<file path="config.mk">
export PLATFORM = sky130hd
export DESIGN_NAME = rf_2p_fifo_ctrl_flat
export DESIGN_NICKNAME = d
export VERILOG_FILES = /design/src/rtl/rf_2p_fifo_ctrl_if.sv /design/src/rtl/rf_2p_fifo_ctrl.sv /design/src/flat_wrapper.sv
export SDC_FILE = /design/constraint.sdc
export NUM_CORES = 1
export LEC_CHECK = 0
export BUFFER_PORTS_ARGS = -buffer_cell sky130_fd_sc_hd__buf_4
export CAP_MARGIN = 20
export CORE_MARGIN = 4
export CORE_UTILIZATION = 31
export CTS_CLUSTER_SIZE = 10
export DETAILED_ROUTE_END_ITERATION = 8
export PLACE_DENSITY = 0.5
export REMOVE_ABC_BUFFERS = 1
export SYNTH_ARGS = -nofsm -noshare
export SYNTH_HDL_FRONTEND = slang
export SYNTH_SLANG_ARGS = --single-unit
export TNS_END_PERCENT = 100
</file>
<file path="constraint.sdc">
create_clock -name i_clk -period 6 [get_ports i_clk]
set_input_delay 1.2 -clock i_clk [delete_from_list [all_inputs] [get_ports i_clk]]
set_output_delay 1.2 -clock i_clk [all_outputs]
set_load 0.03 [all_outputs]
</file>
<file path="src/rtl/rf_2p_fifo_ctrl_if.sv">
`default_nettype none
// ------------------------------------------------------------------------
// rf_2p_fifo_ctrl_if : stream, flush, status and RF-port bundle.  Rev 1.0
// ------------------------------------------------------------------------
interface rf_2p_fifo_ctrl_if #(
  parameter int DWD  = 16,
  parameter int SIZE = 1,
  parameter int AWD  = 4,
  parameter int CWD  = 4
);
  logic                     i_clear;
  logic                     i_dval;
  logic                     o_drdy;
  logic [SIZE-1:0][DWD-1:0] i_data;
  logic                     o_dval;
  logic                     i_drdy;
  logic [SIZE-1:0][DWD-1:0] o_data;
  logic [CWD-1:0]           o_count;
  logic                     o_rf_read;
  logic                     o_rf_write;
  logic [AWD-1:0]           o_rf_raddr;
  logic [AWD-1:0]           o_rf_waddr;
  logic [SIZE-1:0][DWD-1:0] o_rf_wdata;
  logic [SIZE-1:0][DWD-1:0] i_rf_rdata;

  modport slave (
    input  i_clear, i_dval, i_data, i_drdy, i_rf_rdata,
    output o_drdy, o_dval, o_data, o_count,
           o_rf_read, o_rf_write, o_rf_raddr, o_rf_waddr, o_rf_wdata
  );

  modport master (
    output i_clear, i_dval, i_data, i_drdy, i_rf_rdata,
    input  o_drdy, o_dval, o_data, o_count,
           o_rf_read, o_rf_write, o_rf_raddr, o_rf_waddr, o_rf_wdata
  );
endinterface
`default_nettype wire

</file>
<file path="src/rtl/rf_2p_fifo_ctrl.sv">
`default_nettype none
// ------------------------------------------------------------------------
// rf_2p_fifo_ctrl : valid/ready FIFO over an RF_2P macro, 2-entry read skid.  Rev 1.0
// ------------------------------------------------------------------------
module rf_2p_fifo_ctrl #(
  parameter int WORDWD = 12,
  parameter int DWD    = 16,
  parameter int AWD    = $clog2(WORDWD),
  parameter int SIZE   = 1,
  parameter int CWD    = $clog2(WORDWD + 3)
) (
  input  logic                   i_clk,
  input  logic                   i_rst,
  rf_2p_fifo_ctrl_if.slave       bus
);
  typedef logic [SIZE-1:0][DWD-1:0] word_t;

  localparam logic [AWD-1:0] c_last_addr = AWD'(WORDWD - 1);
  localparam logic [CWD-1:0] c_full      = CWD'(WORDWD);

  logic [AWD-1:0] wptr_q, wptr_d;
  logic [AWD-1:0] rptr_q, rptr_d;
  logic [CWD-1:0] rf_cnt_q, rf_cnt_d;
  logic           inflight_q, inflight_d;
  logic [1:0]     skid_cnt_q, skid_cnt_d;
  word_t          skid0_q, skid0_d;
  word_t          skid1_q, skid1_d;

  logic           w_drdy;
  logic           w_dval;
  logic           w_push;
  logic           w_pop;
  logic           w_write;
  logic           w_read;
  logic [2:0]     w_buf_after;
  word_t          w_head;

  // The word arriving from the RF is visible in its arrival cycle, which keeps latency at 2.
  assign w_drdy      = (rf_cnt_q != c_full);
  assign w_dval      = (skid_cnt_q != 2'd0) | inflight_q;
  assign w_head      = (skid_cnt_q != 2'd0) ? skid0_q : (inflight_q ? bus.i_rf_rdata : '0);
  assign w_push      = bus.i_dval & w_drdy;
  assign w_pop       = w_dval & bus.i_drdy;
  assign w_write     = w_push & ~bus.i_clear & ~i_rst;
  assign w_buf_after = {1'b0, skid_cnt_q} + {2'b00, inflight_q} - {2'b00, w_pop};
  assign w_read      = (rf_cnt_q != '0) & (w_buf_after < 3'd2) & ~bus.i_clear & ~i_rst;

  always_comb begin
    wptr_d     = wptr_q;
    rptr_d     = rptr_q;
    rf_cnt_d   = rf_cnt_q;
    inflight_d = w_read;
    skid_cnt_d = skid_cnt_q;
    skid0_d    = skid0_q;
    skid1_d    = skid1_q;
    if (bus.i_clear) begin
      wptr_d     = '0;
      rptr_d     = '0;
      rf_cnt_d   = '0;
      inflight_d = 1'b0;
      skid_cnt_d = 2'd0;
    end else begin
      if (w_write) begin
        wptr_d = (wptr_q == c_last_addr) ? '0 : wptr_q + AWD'(1);
      end
      if (w_read) begin
        rptr_d = (rptr_q == c_last_addr) ? '0 : rptr_q + AWD'(1);
      end
      rf_cnt_d   = rf_cnt_q + CWD'(w_write) - CWD'(w_read);
      skid_cnt_d = w_buf_after[1:0];
      if (skid_cnt_q == 2'd0) begin
        if (inflight_q) begin
          skid0_d = bus.i_rf_rdata;
        end
      end else begin
        if (w_pop) begin
          skid0_d = skid1_q;
        end
        // Arriving data lands behind whatever survives the pop.
        if (inflight_q) begin
          if (w_pop && (skid_cnt_q == 2'd1)) begin
            skid0_d = bus.i_rf_rdata;
          end else begin
            skid1_d = bus.i_rf_rdata;
          end
        end
      end
    end
  end

  always_ff @(posedge i_clk or posedge i_rst) begin
    if (i_rst) begin
      wptr_q     <= '0;
      rptr_q     <= '0;
      rf_cnt_q   <= '0;
      inflight_q <= 1'b0;
      skid_cnt_q <= 2'd0;
      skid0_q    <= '0;
      skid1_q    <= '0;
    end else begin
      wptr_q     <= wptr_d;
      rptr_q     <= rptr_d;
      rf_cnt_q   <= rf_cnt_d;
      inflight_q <= inflight_d;
      skid_cnt_q <= skid_cnt_d;
      skid0_q    <= skid0_d;
      skid1_q    <= skid1_d;
    end
  end

  assign bus.o_drdy     = w_drdy;
  assign bus.o_dval     = w_dval;
  assign bus.o_data     = w_head;
  assign bus.o_count    = rf_cnt_q + CWD'(inflight_q) + CWD'(skid_cnt_q);
  assign bus.o_rf_read  = w_read;
  assign bus.o_rf_write = w_write;
  assign bus.o_rf_raddr = rptr_q;
  assign bus.o_rf_waddr = wptr_q;
  assign bus.o_rf_wdata = bus.i_data;
endmodule
`default_nettype wire
</file>
<file path="src/flat_wrapper.sv">
// flat-port wrapper written by rule: the top's interface ports become plain ports
module rf_2p_fifo_ctrl_flat 
#(
  parameter int WORDWD = 12,
  parameter int DWD    = 16,
  parameter int AWD    = $clog2(WORDWD),
  parameter int SIZE   = 1,
  parameter int CWD    = $clog2(WORDWD + 3)
)
  (i_clk, i_rst, bus_i_clear, bus_i_dval, bus_i_data, bus_i_drdy, bus_i_rf_rdata, bus_o_drdy, bus_o_dval, bus_o_data, bus_o_count, bus_o_rf_read, bus_o_rf_write, bus_o_rf_raddr, bus_o_rf_waddr, bus_o_rf_wdata);
  rf_2p_fifo_ctrl_if #(.DWD(DWD), .SIZE(SIZE), .AWD(AWD), .CWD(CWD)) bus_i ();
  input  logic i_clk;
  input  logic i_rst;
  input wire logic [$bits(bus_i.i_clear)-1:0] bus_i_clear;
  input wire logic [$bits(bus_i.i_dval)-1:0] bus_i_dval;
  input wire logic [$bits(bus_i.i_data)-1:0] bus_i_data;
  input wire logic [$bits(bus_i.i_drdy)-1:0] bus_i_drdy;
  input wire logic [$bits(bus_i.i_rf_rdata)-1:0] bus_i_rf_rdata;
  output wire logic [$bits(bus_i.o_drdy)-1:0] bus_o_drdy;
  output wire logic [$bits(bus_i.o_dval)-1:0] bus_o_dval;
  output wire logic [$bits(bus_i.o_data)-1:0] bus_o_data;
  output wire logic [$bits(bus_i.o_count)-1:0] bus_o_count;
  output wire logic [$bits(bus_i.o_rf_read)-1:0] bus_o_rf_read;
  output wire logic [$bits(bus_i.o_rf_write)-1:0] bus_o_rf_write;
  output wire logic [$bits(bus_i.o_rf_raddr)-1:0] bus_o_rf_raddr;
  output wire logic [$bits(bus_i.o_rf_waddr)-1:0] bus_o_rf_waddr;
  output wire logic [$bits(bus_i.o_rf_wdata)-1:0] bus_o_rf_wdata;
  assign bus_i.i_clear = bus_i_clear;
  assign bus_i.i_dval = bus_i_dval;
  assign bus_i.i_data = bus_i_data;
  assign bus_i.i_drdy = bus_i_drdy;
  assign bus_i.i_rf_rdata = bus_i_rf_rdata;
  assign bus_o_drdy = bus_i.o_drdy;
  assign bus_o_dval = bus_i.o_dval;
  assign bus_o_data = bus_i.o_data;
  assign bus_o_count = bus_i.o_count;
  assign bus_o_rf_read = bus_i.o_rf_read;
  assign bus_o_rf_write = bus_i.o_rf_write;
  assign bus_o_rf_raddr = bus_i.o_rf_raddr;
  assign bus_o_rf_waddr = bus_i.o_rf_waddr;
  assign bus_o_rf_wdata = bus_i.o_rf_wdata;
  rf_2p_fifo_ctrl #(.WORDWD(WORDWD), .DWD(DWD), .AWD(AWD), .SIZE(SIZE), .CWD(CWD)) u_core (.i_clk(i_clk), .i_rst(i_rst), .bus(bus_i));
endmodule
</file>
==> flow_summary.json, run 1 <==
{
  "finalNonFillerCells": 403,
  "clkSlewWorstSetupHoldPaths_ns": 0.10,
  "hpwl_mm": 4.01,
  "synth_xor_area_share_pct": 1.63,
  "cts_buffers": 5,
  "synthAdderAreaFrac_pct": 7.65,
  "mostFrequentLayoutCells": "buf_4, dfrtp_1, nand2_1",
  "pwr-share-seq_pct": 35.8,
  "slew_viol_final": 0,
  "clockPowerShare_pct": 16.5,
  "dp_slack_ns": 1.86,
  "p_leak_nw": 1.58,
  "synth_area_um2": 2680,
  "core_um2": 8300,
  "grt_pass1_vias": 2051,
  "skew_ns": 0.0155,
  "dieArea_um2": 10200,
  "synth_top_family_by_area": "simple AND/OR/NAND/NOR gates",
  "ios": 85,
  "root_buffer": "clkbuf_8",
  "drt_iter0_drc": 58,
  "end_kind": "output pin",
  "avgRoutedWirePerCell_um": 14.9,
  "synthArstFlopShare_pct": 100,
  "fin_area_um2": 3180,
  "syn_to_final_growth_pct": 18.5,
  "viasPerCell": 4.81,
  "portBuffers": 52,
  "yosysSeqAreaShare_pct": 43.9,
  "grt_max_degree": 48,
  "start_kind": "flop",
  "fin_crit_ns": 4.33,
  "ctsResizeCount": 0,
  "holdBufCountCts": 0,
  "synthMuxAreaShare_pct": 7.47,
  "dr.pass1.iters": 4,
  "required_ns": 4.80,
  "ant_nets": 0,
  "clock-sinks": 47,
  "final_core_util_pct": 38.3,
  "r2r_cells": 14,
  "min_path_cells": 1,
  "fmax_mhz": 231,
  "p_int_mw": 0.856,
  "ys_types": 40,
  "worst_pin_slew_ns": 0.800,
  "grt_usage_pct": 12.8,
  "gp_congestion": 0.776,
  "synth_edf_count": 0,
  "insertion_delay_ns": 0.31,
  "fp.dieH_um": 101,
  "hp-class": "flop to flop",
  "nets": 348,
  "power_frac_comb_pct": 47.7,
  "initial_core_util_pct": 32.3,
  "switching_share_pct": 40.9,
  "hold_viol": 0,
  "status": "finished, final reports clean",
  "arrival_ns": 3.13,
  "max_cap_violations": 0,
  "period_share_pct": 72.2,
  "clockBufferDepth": 2,
  "synth-compound-area-share_pct": 13.4,
  "num_rows": 33,
  "antennaDiodeCount": 0,
  "layout_commonest_cell": "buf_4",
  "grt_pass1_wl_mm": 10.4,
  "avgSynthCellArea_um2": 10.2,
  "place_area_um2": 3040,
  "r2r-end": "u_core.rf_cnt_q[1]$_DFF_PP0_",
  "holdPathEnd": "u_core.skid0_q[2]$_DFFE_PP0P_",
  "grt_setup_unrepaired": "false",
  "h-tree-depth": 2,
  "wl_mm": 5.99,
  "num_vias": 1939,
  "r2r_setup_slack_ns": 2.23,
  "drc_errors": 0,
  "postCtsSetupBuffers": 0,
  "cellPowerDensity_nw_per_um2": 456,
  "crit_fanout": 33,
  "ir_drop_uv": 157,
  "ys_seq_elements": 47,
  "min_from": "u_core.skid1_q[2]$_DFFE_PP0P_",
  "relSlewSlack_pct": 46.6,
  "dp.cells": 394,
  "cts_tree": "built",
  "power_mw": 1.45,
  "path_class": "flop to output pin",
  "setup_viol": 0,
  "finalWorstSetupSlack_ns": 1.67,
  "synth_simple_gate_area_share_pct": 16.7,
  "yosysWarnings": 0,
  "grt_overflow": 0,
  "whs_ns": 0.491,
  "synthCells": 263,
  "tns_ns": 0,
  "ys.flop_type": "dfrtp_1",
  "drive_above_1_share_pct": 29.9,
  "p_sw_mw": 0.593,
  "antenna_found_initial": 0,
  "timing.rr.start": "u_core.skid_cnt_q[1]$_DFF_PP0_",
  "die_width_um": 101
}
## sequential cells by signal (all words and copies together), names as in the netlist
register / cells
u_core.bus.o_rf_raddr: 4
u_core.bus.o_rf_waddr: 4
u_core.inflight_q: 1
u_core.rf_cnt_q: 4
u_core.skid0_q: 16
u_core.skid1_q: 16
u_core.skid_cnt_q: 2
## area by class of cell
| type | instances | area [um2] |
|---|---|---|
| clock buffer | 5 | 68.8 |
| tap | 105 | 131 |
| sequential | 47 | 1180 |
| multi-input combinational | 169 | 1260 |
| clock inverter | 3 | 47.5 |
| timing repair buffer | 55 | 425 |
| inverter | 19 | 71.3 |
| fill | 838 | 5120 |
## cell families after synthesis
family	after synthesis
and+or+nand+nor	82
AOI/OAI and AO/OA	50
buffers and inverters	47
DFF	47
muxes	18
adders and majority gates	14
xor gates and xnor gates	5
## worst max-delay path, cell delays in order (launching register included)
cell     delay (ns)
dfrtp_1        0.58
or2_2          0.54
and3_1         0.29
a21o_1         0.10
ha_1           0.13
inv_1          0.04
fa_1           0.37
xnor2_1        0.14
nand4_1        0.26
inv_2          0.20
buf_4          0.18
## cells in the mapped netlist, types with 2 or more instances
| master | instances | share of area, % |
|---|---|---|
| buf_4 | 16 | 4.5 |
| nor2b_1 | 20 | 4.7 |
| ha_1 | 10 | 4.7 |
| inv_1 | 17 | 2.4 |
| nand2_1 | 34 | 4.8 |
| nor3_1 | 2 | 0.37 |
| dfrtp_1 | 47 | 44 |
| or3b_1 | 2 | 0.65 |
| nand3_1 | 2 | 0.37 |
| clkbuf_1 | 6 | 0.84 |
| nor2_1 | 4 | 0.56 |
| a221o_1 | 16 | 6.0 |
| mux2i_1 | 2 | 0.75 |
| or3_1 | 2 | 0.47 |
| a21oi_1 | 3 | 0.56 |
| nor3_2 | 2 | 0.75 |
| buf_2 | 4 | 0.75 |
| fa_1 | 4 | 3.0 |
| mux2_2 | 16 | 6.7 |
| nand3b_1 | 4 | 1.1 |
| inv_2 | 2 | 0.28 |
| xnor2_1 | 4 | 1.3 |
| nand4_1 | 2 | 0.47 |
| a21o_1 | 5 | 1.4 |
| o21ai_0 | 22 | 4.1 |
## worst max path at each step
stage                                        start            end
floorplan                               bus_i_drdy  bus_o_rf_read
global placement                        bus_i_drdy  bus_o_rf_read
detailed placement                      bus_i_drdy  bus_o_rf_read
CTS                 u_core.skid_cnt_q[1]$_DFF_PP0_  bus_o_rf_read
global route        u_core.skid_cnt_q[1]$_DFF_PP0_  bus_o_rf_read
finish              u_core.skid_cnt_q[1]$_DFF_PP0_  bus_o_rf_read
## metal layers
metal	track usage (%)	up-vias	share of wire, %
met5	0	-	0
met4	3.68	0	0.93
met3	4.57	7	8.7
met2	19.1	72	42
met1	17.6	904	48
li1	-	956	-
## power by group through the flow
stage               clock network (mW)  registers, mW  logic [mW]
floorplan                            0          0.505       0.490
global placement                     0          0.524       0.695
detailed placement                   0          0.525       0.704
CTS                              0.251          0.519       0.707
global route                     0.265          0.540       0.772
finish                           0.240          0.518       0.691
Power figures use the tool's default switching activity.
==> run 2: changes to the inputs <==
==> constraint.sdc (replaced) <==
create_clock -name i_clk -period 4.5 [get_ports i_clk]
set_input_delay 0.9 -clock i_clk [delete_from_list [all_inputs] [get_ports i_clk]]
set_output_delay 0.9 -clock i_clk [all_outputs]
set_load 0.03 [all_outputs]
==> run 2 against run 1 <==
  * Cell area about the same
  * Sequential cell count unchanged
  * Worst setup slack got worse by 1.2 ns
  * Critical path type unchanged
==> flow_summary.json, run 2 (synthesis results as in run 1) <==
{
  "status": "finished, final reports clean",
  "clockBufferDepth": 2,
  "grt_setup_unrepaired": "false",
  "cts_buffers": 5,
  "grt_usage_pct": 12.9,
  "cp.buffers_inverters": 3,
  "crit_family": "simple AND/OR/NAND/NOR gates",
  "avgRoutedWirePerCell_um": 15.3,
  "start_kind": "flop",
  "holdPathEnd": "u_core.skid0_q[7]$_DFFE_PP0P_",
  "slowest_stage": "dfrtp_1",
  "viasPerCell": 4.89,
  "power_mw": 1.93,
  "ios": 85,
  "layout_commonest_cell": "buf_4",
  "finalNonFillerCells": 403,
  "hold_viol": 0,
  "skew_ns": 0.0111,
  "grt_pass1_vias": 1992,
  "max_cap_violations": 0,
  "met1_length_mm": 2.79,
  "top_regs": "u_core.skid0_q (16), u_core.skid1_q (16)",
  "grt_overflow": 0,
  "num_rows": 33,
  "drc_errors": 0,
  "fp.dieH_um": 101,
  "grt_pass1_wl_mm": 10.4,
  "p_leak_nw": 1.58,
  "nets": 349,
  "end_kind": "output pin",
  "min_from": "u_core.skid1_q[7]$_DFFE_PP0P_",
  "grt_max_degree": 48,
  "initial_core_util_pct": 32.3,
  "fmax_mhz": 247,
  "critical_path.max_stage_delay_ns": 0.57,
  "worst_pin_slew_ns": 0.543,
  "num_vias": 1972,
  "whs_ns": 0.495,
  "dp.cells": 395,
  "r2r-end": "u_core.rf_cnt_q[1]$_DFF_PP0_",
  "insertion_delay_ns": 0.30,
  "gp_congestion": 0.753,
  "root_buffer": "clkbuf_8",
  "path_class": "flop to output pin",
  "period_share_pct": 89.9,
  "ir_drop_uv": 213,
  "drive_above_1_share_pct": 29.9,
  "dieArea_um2": 10200,
  "cellPowerDensity_nw_per_um2": 608,
  "antenna_found_initial": 0,
  "wl_met2_mm": 2.75,
  "arrival_ns": 3.14,
  "hpwl_mm": 4.11,
  "drt_iter0_drc": 76,
  "required_ns": 3.60,
  "relSlewSlack_pct": 63.8,
  "r2r_setup_slack_ns": 0.68,
  "antennaDiodeCount": 0,
  "h-tree-depth": 2,
  "core_um2": 8300,
  "dr.pass1.iters": 4,
  "fin_crit_ns": 4.04,
  "routed.top_layer": "met4",
  "die_width_um": 101,
  "wl_met3_um": 547,
  "ctsResizeCount": 0,
  "final_core_util_pct": 38.2,
  "crit_fanout": 33,
  "cts_tree": "built",
  "wl_mm": 6.15,
  "mostFrequentLayoutCells": "buf_4, dfrtp_1, nand2_1",
  "portBuffers": 52,
  "postCtsSetupBuffers": 0,
  "min_path_cells": 1,
  "clock-sinks": 47,
  "clkSlewWorstSetupHoldPaths_ns": 0.10,
  "setup_viol": 0,
  "tns_ns": 0,
  "hp-class": "flop to flop",
  "timing.rr.start": "u_core.skid_cnt_q[1]$_DFF_PP0_",
  "ant_nets": 0,
  "worstPathCellList": "or2_2 -> and3_1 -> a21o_1 -> ha_1 -> inv_1 -> fa_1 -> xnor2_1 -> nand4_1 -> inv_2 -> buf_4",
  "r2r_cells": 14,
  "holdBufCountCts": 0,
  "syn_to_final_growth_pct": 18.4,
  "slew_viol_final": 0
}
## run 2: cell types whose count changed in the layout (fill, tap and decap cells not counted), sizes merged
| cell | before | now |
|---|---|---|
| buf | 55 | 56 |
| clkinv | 1 | 0 |
| clkinvlp | 0 | 1 |
| inv | 20 | 19 |
## run 2: per-layer routing
layer | global-route usage [%] | vias up
li1 | - | 958
met1 | 17.5 | 926
met2 | 19.5 | 81
met3 | 4.78 | 7
met4 | 3.37 | 0
met5 | 0 | -
## run 2: stage by stage
stage	worst slack (ns)	area [um2]
6_report	0.456	3170
5_1_grt	0.106	3170
4_1_cts	0.417	3150
3_5_place_dp	0.665	3050
3_3_place_gp	0.769	3050
2_1_floorplan	0.981	2500
## run 2: worst max-delay path by stage
| stage | cells after the start | slack, ns | from | end |
|---|---|---|---|---|
| floorplan | 14 | 0.98 | u_core.skid_cnt_q[1]$_DFF_PP0_ | u_core.rf_cnt_q[2]$_DFF_PP0_ |
| CTS | 10 | 0.42 | u_core.skid_cnt_q[1]$_DFF_PP0_ | bus_o_rf_read |
| global placement | 14 | 0.77 | u_core.skid_cnt_q[1]$_DFF_PP0_ | u_core.rf_cnt_q[1]$_DFF_PP0_ |
| finish | 10 | 0.46 | u_core.skid_cnt_q[1]$_DFF_PP0_ | bus_o_rf_read |
| global route | 10 | 0.11 | u_core.skid_cnt_q[1]$_DFF_PP0_ | bus_o_rf_read |
| detailed placement | 14 | 0.66 | u_core.skid_cnt_q[1]$_DFF_PP0_ | u_core.rf_cnt_q[1]$_DFF_PP0_ |
## run 2: final cells by class
| class | instances | area, um2 |
|---|---|---|
| Tap cell | 105 | 131 |
| Inverter | 19 | 71.3 |
| Timing Repair Buffer | 56 | 433 |
| Sequential cell | 47 | 1180 |
| Clock inverter | 2 | 37.5 |
| Fill cell | 833 | 5120 |
| Clock buffer | 5 | 68.8 |
| Multi-Input combinational cell | 169 | 1260 |
## run 2: where the power goes
group / switching (mW) / total (mW) / internal [mW]
combinational: 0.544 / 0.950 / 0.406
clock: 0.149 / 0.311 / 0.163
sequential: 0.0966 / 0.668 / 0.571
==> run 3: changes to the inputs <==
--- a/config.mk
+++ b/config.mk
@@ -5,13 +5,13 @@
 export SDC_FILE = /design/constraint.sdc
 export NUM_CORES = 1
 export LEC_CHECK = 0
-export BUFFER_PORTS_ARGS = -buffer_cell sky130_fd_sc_hd__buf_4
 export CAP_MARGIN = 20
 export CORE_MARGIN = 4
 export CORE_UTILIZATION = 31
 export CTS_CLUSTER_SIZE = 10
 export DETAILED_ROUTE_END_ITERATION = 8
-export PLACE_DENSITY = 0.5
+export DONT_BUFFER_PORTS = 1
+export PLACE_DENSITY = 0.42
 export REMOVE_ABC_BUFFERS = 1
 export SYNTH_ARGS = -nofsm -noshare
 export SYNTH_HDL_FRONTEND = slang
==> run 3 against run 2 <==
  * Sequential share of layout area grew 5.0 points
  * Core utilization shrank 4.6 points
  * Via count shrank 8.8%
  * Combinational power shrank 17%
  * Routed wire length shrank 2.5%
  * Maximum frequency grew 12%
  * Sequential cell count is the same
  * Clock power grew 8.0%
  * Critical path type unchanged
  * Critical endpoint unchanged
  * Highest routed layer unchanged
==> flow_summary.json, run 3 (synthesis results as in run 1) <==
{
  "status": "finished, final reports clean",
  "ios": 85,
  "die_width_um": 101,
  "grt_pass1_wl_mm": 10.0,
  "skew_ns": 0.00864,
  "core_um2": 8300,
  "num_vias": 1798,
  "relSlewSlack_pct": 29.6,
  "hpwl_mm": 3.91,
  "end_kind": "output pin",
  "clockPowerShare_pct": 18.6,
  "min_from": "u_core.skid1_q[1]$_DFFE_PP0P_",
  "h-tree-depth": 2,
  "top_regs": "u_core.skid0_q (16), u_core.skid1_q (16)",
  "finalNonFillerCells": 353,
  "ir_drop_uv": 195,
  "drc_errors": 0,
  "drive_above_1_share_pct": 15.7,
  "p_int_mw": 1.04,
  "period_share_pct": 80.0,
  "ctsResizeCount": 0,
  "avgRoutedWirePerCell_um": 17.0,
  "initial_core_util_pct": 32.3,
  "hold_viol": 0,
  "clkSlewWorstSetupHoldPaths_ns": 0.09,
  "required_ns": 3.60,
  "arrival_ns": 2.70,
  "final_core_util_pct": 33.7,
  "fin_crit_ns": 3.60,
  "switching_share_pct": 42.2,
  "cts_buffers": 5,
  "gp_congestion": 0.710,
  "dp.cells": 345,
  "ant_nets": 0,
  "r2r_cells": 14,
  "cts_tree": "built",
  "start_kind": "flop",
  "max_cap_violations": 0,
  "grt_overflow": 0,
  "fmax_mhz": 278,
  "holdPathEnd": "u_core.skid0_q[1]$_DFFE_PP0P_",
  "layout_commonest_cell": "dfrtp_1",
  "tns_ns": 0,
  "dieArea_um2": 10200,
  "grt_max_degree": 48,
  "p_leak_nw": 1.33,
  "timing.rr.start": "u_core.skid_cnt_q[1]$_DFF_PP0_",
  "worst_pin_slew_ns": 1.05,
  "r2r_setup_slack_ns": 0.92,
  "place_area_um2": 2670,
  "fin_area_um2": 2790,
  "portBuffers": 0,
  "holdBufCountCts": 0,
  "slew_viol_final": 0,
  "fp.dieH_um": 101,
  "clock-sinks": 47,
  "root_buffer": "clkbuf_8",
  "clockBufferDepth": 2,
  "viasPerCell": 5.09,
  "power_frac_comb_pct": 43.7,
  "drt_iter0_drc": 49,
  "hp-class": "flop to flop",
  "grt_usage_pct": 12.5,
  "antennaDiodeCount": 0,
  "grt_pass1_vias": 1846,
  "cellPowerDensity_nw_per_um2": 645,
  "insertion_delay_ns": 0.30,
  "r2r-end": "u_core.rf_cnt_q[2]$_DFF_PP0_",
  "postCtsSetupBuffers": 0,
  "grt_setup_unrepaired": "false",
  "mostFrequentLayoutCells": "dfrtp_1, nand2_1, o21ai_0",
  "path_class": "flop to output pin",
  "crit_fanout": 10,
  "p_sw_mw": 0.761,
  "pwr-share-seq_pct": 37.7,
  "syn_to_final_growth_pct": 4.20,
  "setup_viol": 0,
  "nets": 298,
  "multi_input_area_um2": 1260,
  "fill_cells": 860,
  "min_path_cells": 1,
  "num_rows": 33,
  "dr.pass1.iters": 4,
  "antenna_found_initial": 0,
  "wl_mm": 5.99,
  "seqCellArea_um2": 1180
}
run 3: worst max path at each step:
| stage | startpoint | end | slack [ns] | depth (start not counted) |
|---|---|---|---|---|
| final | u_core.skid_cnt_q[1]$_DFF_PP0_ | bus_o_rf_read | 0.90 | 9 |
| after global routing | u_core.skid_cnt_q[1]$_DFF_PP0_ | u_core.rf_cnt_q[3]$_DFF_PP0_ | 0.52 | 16 |
| after CTS | u_core.skid_cnt_q[1]$_DFF_PP0_ | bus_o_rf_read | 0.90 | 9 |
| after detailed placement | bus_i_drdy | u_core.rf_cnt_q[1]$_DFF_PP0_ | 0.87 | 13 |
| after global placement | bus_i_drdy | u_core.rf_cnt_q[1]$_DFF_PP0_ | 0.92 | 13 |
| after floorplan | u_core.skid_cnt_q[1]$_DFF_PP0_ | u_core.rf_cnt_q[2]$_DFF_PP0_ | 0.98 | 14 |
run 3: area by class of cell:
type | instances | area share (%)
Multi-Input combinational cell | 169 | 45.0
Sequential cell | 47 | 42.1
Tap cell | 105 | 4.70
Clock buffer | 6 | 2.96
Inverter | 19 | 2.55
Clock inverter | 2 | 1.39
Timing Repair Buffer | 5 | 1.34
run 3: power groups by stage:
| stage | clock (mW) | sequential (mW) | combinational [mW] |
|---|---|---|---|
| finish | 0.336 | 0.679 | 0.788 |
| global placement | 0 | 0.685 | 0.804 |
| floorplan | 0 | 0.674 | 0.653 |
| global route | 0.367 | 0.705 | 0.892 |
| detailed placement | 0 | 0.689 | 0.803 |
| CTS | 0.352 | 0.681 | 0.806 |
run 3: layer usage:
metal / up-vias / GRT usage (%) / routed length [um]
met4: 0 / 2.76 / 46
met5: - / 0 / 0
li1: 854 / - / -
met3: 5 / 4.71 / 508
met2: 64 / 18.9 / 2720
met1: 875 / 17.1 / 2720
run 3: critical path, cell delays in order (launching register included):
cell and delay [ns]:
dfrtp_1 0.60, or2_2 0.19, and3_1 0.20, a21o_1 0.10, ha_1 0.13, inv_1 0.04, fa_1 0.37, xnor2_1 0.14
nand4_1 0.30, inv_2 0.32
run 3: metrics by stage:
step	setup slack [ns]	hold slack [ns]	power [mW]
6_report	0.899	0.500	1.80
3_3_place_gp	0.923	0.478	1.49
3_5_place_dp	0.874	0.483	1.49
4_1_cts	0.900	0.501	1.84
2_1_floorplan	0.981	0.473	1.33
5_1_grt	0.521	0.516	1.96
